**config.mk**
```make
export PLATFORM = sky130hd
export DESIGN_NAME = bs_result_stage
export DESIGN_NICKNAME = d
export VERILOG_FILES = /design/src/rtl/bs_pkg.sv /design/src/rtl/bs_skid_buffer.sv /design/src/rtl/bs_result_stage.sv
export SDC_FILE = /design/constraint.sdc
export NUM_CORES = 1
export LEC_CHECK = 0
export ABC_AREA = 1
export CAP_MARGIN = 30
export CORE_MARGIN = 2
export CORE_UTILIZATION = 44
export DETAILED_ROUTE_END_ITERATION = 6
export PLACE_DENSITY = 0.74
export SLEW_MARGIN = 20
export SYNTH_ARGS = -nofsm -noshare
export SYNTH_HDL_FRONTEND = slang
export SYNTH_SLANG_ARGS = --single-unit
```
**constraint.sdc**
```tcl
create_clock -name clk_in -period 1.23 [get_ports clk_in]
set_input_delay 0.123 -clock clk_in [delete_from_list [all_inputs] [get_ports clk_in]]
set_output_delay 0.123 -clock clk_in [all_outputs]
set_load 0.05 [all_outputs]
```
**src/rtl/bs_pkg.sv**
```systemverilog
// Shared types for the barrelshifter result stage.
// Payload layout and skid-buffer occupancy states.
package bs_pkg;

  localparam int BS_D_SIZE = 4;

  typedef struct packed {
    logic [BS_D_SIZE-1:0] y;
    logic                 zf;
    logic                 vf;
  } bs_result_t;

  localparam int BS_RESULT_W = $bits(bs_result_t);

  typedef enum logic [1:0] {
    BS_EMPTY,
    BS_ONE,
    BS_FULL
  } bs_state_t;

endpackage

```
**src/rtl/bs_skid_buffer.sv**
```systemverilog
// Two-entry skid buffer, generic over payload width.
// HEAD drives the outputs; ready is registered to break the ready path.
module bs_skid_buffer
  import bs_pkg::*;
#(
  parameter int W = BS_RESULT_W
) (
  input  logic         clk,
  input  logic         rst_n,
  input  logic [W-1:0] in_data,
  input  logic         in_valid,
  output logic         in_ready,
  output logic [W-1:0] out_data,
  output logic         out_valid,
  input  logic         out_ready,
  output logic         push,
  output logic         pop
);

  bs_state_t    state;
  bs_state_t    state_nxt;
  logic [W-1:0] head;
  logic [W-1:0] skid;
  logic         ready_q;
  logic         head_ld;
  logic         head_from_skid;
  logic         skid_ld;

  assign in_ready  = ready_q;
  assign out_valid = (state != BS_EMPTY);
  assign out_data  = head;
  assign push      = in_valid & ready_q;
  assign pop       = out_valid & out_ready;

  always_comb begin
    state_nxt      = state;
    head_ld        = 1'b0;
    head_from_skid = 1'b0;
    skid_ld        = 1'b0;
    unique case (state)
      BS_EMPTY: begin
        if (push) begin
          head_ld   = 1'b1;
          state_nxt = BS_ONE;
        end
      end
      BS_ONE: begin
        if (push && pop) begin
          head_ld = 1'b1;
        end else if (push) begin
          skid_ld   = 1'b1;
          state_nxt = BS_FULL;
        end else if (pop) begin
          state_nxt = BS_EMPTY;
        end
      end
      BS_FULL: begin
        if (pop) begin
          head_ld        = 1'b1;
          head_from_skid = 1'b1;
          state_nxt      = BS_ONE;
        end
      end
      default: state_nxt = BS_EMPTY;
    endcase
  end

  always_ff @(posedge clk or negedge rst_n) begin
    if (!rst_n) begin
      state   <= BS_EMPTY;
      ready_q <= 1'b1;
      head    <= '0;
      skid    <= '0;
    end else begin
      state   <= state_nxt;
      ready_q <= (state_nxt != BS_FULL);
      if (head_ld) begin
        head <= head_from_skid ? skid : in_data;
      end
      if (skid_ld) begin
        skid <= in_data;
      end
    end
  end

endmodule

```
**src/rtl/bs_result_stage.sv**
```systemverilog
// Registered output stage behind the barrelshifter.
// Skid-buffered handshake plus sticky overflow and delivered-result count.
module bs_result_stage
  import bs_pkg::*;
#(
  parameter int D_SIZE = BS_D_SIZE,
  parameter int CNT_W  = 8
) (
  input  logic              clk_in,
  input  logic              rst_n_in,
  input  logic [D_SIZE-1:0] y_in,
  input  logic              zf_in,
  input  logic              vf_in,
  input  logic              valid_in,
  output logic              ready_out,
  output logic [D_SIZE-1:0] y_out,
  output logic              zf_out,
  output logic              vf_out,
  output logic              valid_out,
  input  logic              ready_in,
  output logic              vf_sticky_out,
  input  logic              clr_sticky_in,
  output logic [CNT_W-1:0]  result_count_out
);

  // Same layout as bs_result_t, sized by this instance's D_SIZE.
  typedef struct packed {
    logic [D_SIZE-1:0] y;
    logic              zf;
    logic              vf;
  } result_t;

  localparam int RW = $bits(result_t);

  result_t          in_res;
  result_t          out_res;
  logic             push;
  logic             pop;
  logic             sticky;
  logic [CNT_W-1:0] count;

  assign in_res = '{y: y_in, zf: zf_in, vf: vf_in};

  bs_skid_buffer #(
    .W (RW)
  ) u_skid (
    .clk       (clk_in),
    .rst_n     (rst_n_in),
    .in_data   (in_res),
    .in_valid  (valid_in),
    .in_ready  (ready_out),
    .out_data  (out_res),
    .out_valid (valid_out),
    .out_ready (ready_in),
    .push      (push),
    .pop       (pop)
  );

  assign y_out            = out_res.y;
  assign zf_out           = out_res.zf;
  assign vf_out           = out_res.vf;
  assign vf_sticky_out    = sticky;
  assign result_count_out = count;

  // A set in the same cycle as a clear wins.
  always_ff @(posedge clk_in or negedge rst_n_in) begin
    if (!rst_n_in) begin
      sticky <= 1'b0;
    end else begin
      sticky <= (sticky & ~clr_sticky_in) | (push & vf_in);
    end
  end

  always_ff @(posedge clk_in or negedge rst_n_in) begin
    if (!rst_n_in) begin
      count <= '0;
    end else if (pop && (count != '1)) begin
      count <= count + CNT_W'(1);
    end
  end

endmodule

```
# [Yosys cells after proc, flatten, opt, wreduce, memory -nomap -nowiden]
# Cells that the tools add are included.
[totals] reg_bits=24 in_bits=11 output_inout_bits=17
[classes] add_sub_neg=1 eq_ne=4 mux=14 bitwise=6 n_reduce_logical=4
[op_table] cell="2-bit 2-to-1 mux" n=5
[op_table] cell="8-bit by 1-bit adder with 8-bit output (second input constant)" n=1
[op_table] cell="8-bit inequality test (second input constant)" n=1
[op_table] cell="1-bit 2-to-1 mux" n=6
[op_table] cell="6-bit 2-to-1 mux" n=1
[op_table] cell="2-bit case mux with 3 select lines" n=1
[op_table] cell="1-bit AND" n=4
[op_table] cell="1-bit case mux with 3 select lines" n=1
[op_table] cell="2-bit by 1-bit == test with 1-bit output (second input constant)" n=1
[op_table] cell="2-bit == test (second input constant)" n=1
[op_table] cell="1-bit logical AND" n=2
[op_table] cell="2-bit logical NOT" n=1
[op_table] cell="2-bit inequality test (second input constant)" n=1
[op_table] cell="2-bit nonzero test" n=1
[op_table] cell="1-bit inverter" n=1
[op_table] cell="1-bit OR" n=1

# [Depth between registers and ports, before layout]
# Gate-level depths: netlist (run 1).
[logic_depth] ltp_word=7 ltp_mapped=8 mapped_depth_nobuf=8

# [Modules after synthesis]
# Synthesis (run 1) repeated with hierarchy kept, for this count alone.
[unflattened] hier_cells=162 area_unflattened_um2=1337.5
[modules_own_cells] module="bs_skid_buffer" n_inst=1 cells_per_inst=93 area_each_um2=815.8
[modules_own_cells] module="bs_result_stage" n_inst=1 cells_per_inst=69 area_each_um2=521.8

# [Least setup slack after synthesis (run 1)]
# Ideal clock, no wire load.
[synth_path] kind="register to register" from="register count[1] (netlist: result_count_out[1])" to="register count[4] (netlist: result_count_out[4])" arrival_time_ns=1.489 slack_ns=-0.377 stages_incl_launch_ff=9 path_buffers=0 period_less_slack_ns=1.607 path_cell_list="dfrtp_1 -> ha_1 -> nand2_2 -> nor2_2 -> nand2_2 -> nand2_4 -> inv_2 -> nand2_1 -> nand2_1"
[synth_between] elab_chain_len=2 elab_cells_between_ends=3
[synth_rtl] element="from (decl)" line="bs_result_stage.sv:40" text="logic [CNT_W-1:0] count;"
[synth_rtl] element="from (signal assigned)" line="bs_result_stage.sv:78" text="count <= count + CNT_W'(1);"
[synth_rtl] element="branches (longest 2 deep; another with 8-bit by 1-bit adder with 8-bit output)"
# Parallel ways; which one is timed is not known.
# A chain may end at the register's enable or synchronous reset.

# [Final worst setup path (run 1)]
[layout_path] from="register u_skid.state[0]" to="register u_skid.head[5] (netlist: u_skid.out_data[5])"
[layout_between] elab_chain_len=5 elab_cells_between_ends=11
[layout_rtl] element="from (decl)" line="bs_skid_buffer.sv:20" text="bs_state_t state;"
[layout_rtl] element="from (signal assigned)" line="bs_skid_buffer.sv:75" text="state <= state_nxt;"
[layout_rtl] element="2-bit nonzero test" line="bs_skid_buffer.sv:30" text="assign out_valid = (state != BS_EMPTY);"
[layout_rtl] element="1-bit AND" line="bs_skid_buffer.sv:33" text="assign pop = out_valid & out_ready;"
[layout_rtl] element="1-bit logical AND or 1-bit 2-to-1 mux (tied branches)" line="bs_skid_buffer.sv:48, bs_skid_buffer.sv:58"
[layout_rtl] element="1-bit 2-to-1 mux, on equally long branches" line="bs_skid_buffer.sv:48, bs_skid_buffer.sv:40"
[layout_rtl] element="1-bit case mux with 3 select lines or 6-bit 2-to-1 mux (tied branches)" line="bs_skid_buffer.sv:40, bs_skid_buffer.sv:78"
[layout_rtl] element="to (signal assigned)" line="bs_skid_buffer.sv:78" text="head <= head_from_skid ? skid : in_data;"
[layout_rtl] element="to (decl)" line="bs_skid_buffer.sv:22" text="logic [W-1:0] head;"
# Parallel ways exist; a longest one is shown, timed or not.

==> impl_metrics.env, run 1 <==
export IMPL_wirelength_um=2710
export IMPL_synth_distinct_cells=21
export IMPL_vias_per_cell=4.79
export IMPL_synthAdderAreaFrac_pct=1.06
export IMPL_crit_path_end_kind="register"
export IMPL_synth_area_leader_cell="dfrtp_1"
export IMPL_failed_checks="negative setup slack"
export IMPL_portBuffers=27
export IMPL_synth_area_top_cells="dfrtp_1 (49%), nand2_1 (21%), inv_1 (4.1%)"
export IMPL_final_cells=223
export IMPL_synth_compound_area_share_pct=7.82
export IMPL_drc=0
export IMPL_cpPeakStageDelay_ns=0.42
export IMPL_power_density_nw_per_um2=2350
export IMPL_grt_max_degree=25
export IMPL_num_rows=18
export IMPL_placed_area_um2=1760
export IMPL_synth_simple_area_share_pct=30.2
export IMPL_syn_area_um2=1180
export IMPL_cts_buffer_depth=2
export IMPL_syn_avg_cell_area_um2=7.89
export IMPL_clock_fmax_mhz=801
export IMPL_yosysMostFrequentCell="nand2_1"
export IMPL_worstRegToRegCells=9
export IMPL_layout_drive_gt1_share_pct=33.7
export IMPL_syn_num_nets=162
export IMPL_critPathBufInv=3
export IMPL_cts_root_buffer="clkbuf_4"
export IMPL_start_kind="register"
export IMPL_grt_antenna_before_repair=0
export IMPL_grt_pass1_wl_um=4240
export IMPL_setup_slack_ns=-0.0187
export IMPL_swShare_pct=43.9
export IMPL_postLayoutCoreUtil_pct=74.4
export IMPL_wl_per_cell_um=12.1
export IMPL_power_frac_seq_pct=31.9
export IMPL_yosysWarningCount=0
export IMPL_p_leak_uw=0.000886
export IMPL_muxShareOfSynthArea_pct=0
export IMPL_synth_xor_area_share_pct=2.96
export IMPL_internal_power_uw=2470
export IMPL_crit_required_ns=1.49
export IMPL_comb_power_share_pct=58.7
export IMPL_synth_top_family_by_area="simple AND/OR/NAND/NOR gates"
export IMPL_synth_top_area_share_pct=48.6
export IMPL_rsz0062_at_grt="yes"
export IMPL_cap_violations=0
export IMPL_hold_viol_final=0
export IMPL_critPathKind="reg -> reg"
export IMPL_crit_chain="inv_2, nand2_2, nor2_4, buf_6, buf_4, nand2_1, o21ai_1, nand2_1, nand2_1"
export IMPL_nets=206
export IMPL_cp_arrival_ns=1.51
export IMPL_cts_buffers_inserted=3
export IMPL_drtIter0Drc=26
export IMPL_r2r_start="u_skid.state[0]"
export IMPL_crit_family="flip-flops"
export IMPL_cts_tree="built"
export IMPL_synth_edf_count=0
export IMPL_cp_max_fo=5
export IMPL_h_tree_depth=1
export IMPL_finalWeightedCongestion=0.799
export IMPL_die_y_um=55.9
export IMPL_drtAntennaViolNets=0
export IMPL_ioPinCount=28
export IMPL_power_frac_clock_pct=9.4
export IMPL_hpwl_um=1910
export IMPL_synth_main_ff_cell="dfrtp_1"
export IMPL_drv_slew=0
export IMPL_dpl_worst_slack_ns=-0.210
export IMPL_tightest_slew_ns=0.241
export IMPL_placed_cells=213
export IMPL_maxSlewHeadroom_pct=83.8
export IMPL_diodes=0
export IMPL_synth_seq_area_share_pct=50.8
export IMPL_grt_remaining_overflow=0
export IMPL_crit_slowest_cell="dfrtp_1"
export IMPL_dieArea_um2=3120
export IMPL_clk_insertion_delay_late_ns=0.31
export IMPL_rrSetupSlack_ns=-0.02
export IMPL_clock_skew_ns=0.00522
export IMPL_fin_area_um2=1880
export IMPL_setup_viol=2
export IMPL_grt_pass1_vias=967
export IMPL_track_usage_pct=16.9
export IMPL_min_period_over_period_pct=102
export IMPL_period_minus_slack_ns=1.25
export IMPL_crit_path_frequent_cell="nand2_1"
export IMPL_synthCells=150
export IMPL_vias=1069
export IMPL_p_switching_uw=1930
export IMPL_die_width_um=55.9
export IMPL_first_pass_iters=4
export IMPL_outcome="complete, but fails checks"
export IMPL_clkTransAtPathRegs_ns=0.13
export IMPL_start_util_pct=46.9
export IMPL_async_reset_ff_share_pct=100
export IMPL_worstReg2RegEnd="u_skid.out_data[5]"
export IMPL_syn2layout_area_growth_pct=58.6
export IMPL_design_core_area_um2=2520
export IMPL_cts_sinks=24
export IMPL_hold_class="in -> async"
export IMPL_ys_ff_latch=24
export IMPL_synthTopCellsByCount="nand2_1 (65), dfrtp_1 (23), inv_1 (13)"
export IMPL_ir_worst_vdd_mv=1.69
==> logic make-up (layout without fill, tap and decap cells) <==
family | after synthesis | in the layout
AO/OA/AOI/OAI | 16 | 16
XOR/XNOR | 4 | 4
buffers and inverters | 20 | 63
flip-flops | 24 | 24
AND/OR/NAND/NOR | 85 | 85
adder cells (fa/ha/maj) | 1 | 1
==> layout make-up <==
type	count	area (µm²)
inverters	18	72.6
fillers	176	646
flip-flops and latches	24	612
clock buffers	4	36.3
multi-input cells	106	559
well taps	30	37.5
repair buffers	41	559
==> power groups by stage <==
stage | Sequential, µW | Clock, µW | Combinational (µW)
after floorplan | 1930 | 0 | 731
after global placement | 1400 | 0 | 2410
after detailed placement | 1410 | 0 | 2470
after CTS | 1400 | 419 | 2520
after global routing | 1450 | 457 | 2730
final | 1410 | 416 | 2590
==> sequential cells by signal, indices dropped and copies added, names as in the netlist <==
register / count
u_skid.state: 2
vf_sticky_out: 1
u_skid.skid: 6
u_skid.in_ready: 1
result_count_out: 8
u_skid.out_data: 6
==> how the worst max path moves through the flow <==
stage                             start                  end  slack [ns]  depth (start not counted)
floorplan           result_count_out[0]  result_count_out[1]       -0.12                          8
global placement               ready_in      u_skid.in_ready       -0.14                          5
detailed placement             ready_in      u_skid.in_ready       -0.21                          5
CTS                     u_skid.state[1]      u_skid.in_ready       -0.01                          4
global route            u_skid.state[0]   u_skid.out_data[5]        -0.1                          9
finish                  u_skid.state[0]   u_skid.out_data[5]       -0.02                          9
==> layer usage <==
| layer | part of all wire [%] | global-route usage, % | wire length, µm |
|---|---|---|---|
| met5 | 0 | 0 | 0 |
| met2 | 51 | 28.2 | 1390 |
| met3 | 3.0 | 3.49 | 82 |
| met1 | 45 | 22.4 | 1220 |
| met4 | 0.37 | 4.76 | 10 |
==> repair_timing <==
item | in CTS | in global routing
gates resized for setup | 1 | 11
setup buffers | 1 | 4
setup endpoints to repair | 3 | 23
hold buffers | 0 | 0
pin swaps | 1 | 3
gates cloned | 0 | 1
==> layout by cell type (no fill, tap or decap), drive strengths merged <==
master         count
nand2             69
buf               31
dfrtp             23
inv               18
o21ai             14
clkdlybuf4s50     10
nor2               7
nand3              6
clkbuf             4
xnor2              2
nand4              2
xor2               2
nor3               1
o22ai              1
a21oi              1
ha                 1
dfstp              1
==> stage by stage <==
| stage | TNS (ns) | hold WS, ns | total power (µW) |
|---|---|---|---|
| 4_1_cts | -0.0240 | 0.146 | 4330 |
| 2_1_floorplan | -0.689 | -0.173 | 2660 |
| 5_1_grt | -0.966 | 0.139 | 4630 |
| 3_3_place_gp | -1.93 | 0.473 | 3810 |
| 3_5_place_dp | -2.95 | 0.482 | 3880 |
| 6_report | -0.0317 | 0.145 | 4410 |
Power figures use the tool's default switching activity.
==> inputs of run 2 (changes only) <==
CAP_MARGIN = default   (was 30)
==> results of run 2 <==
The final DEF is identical to that of run 1; final timing and power are the same.
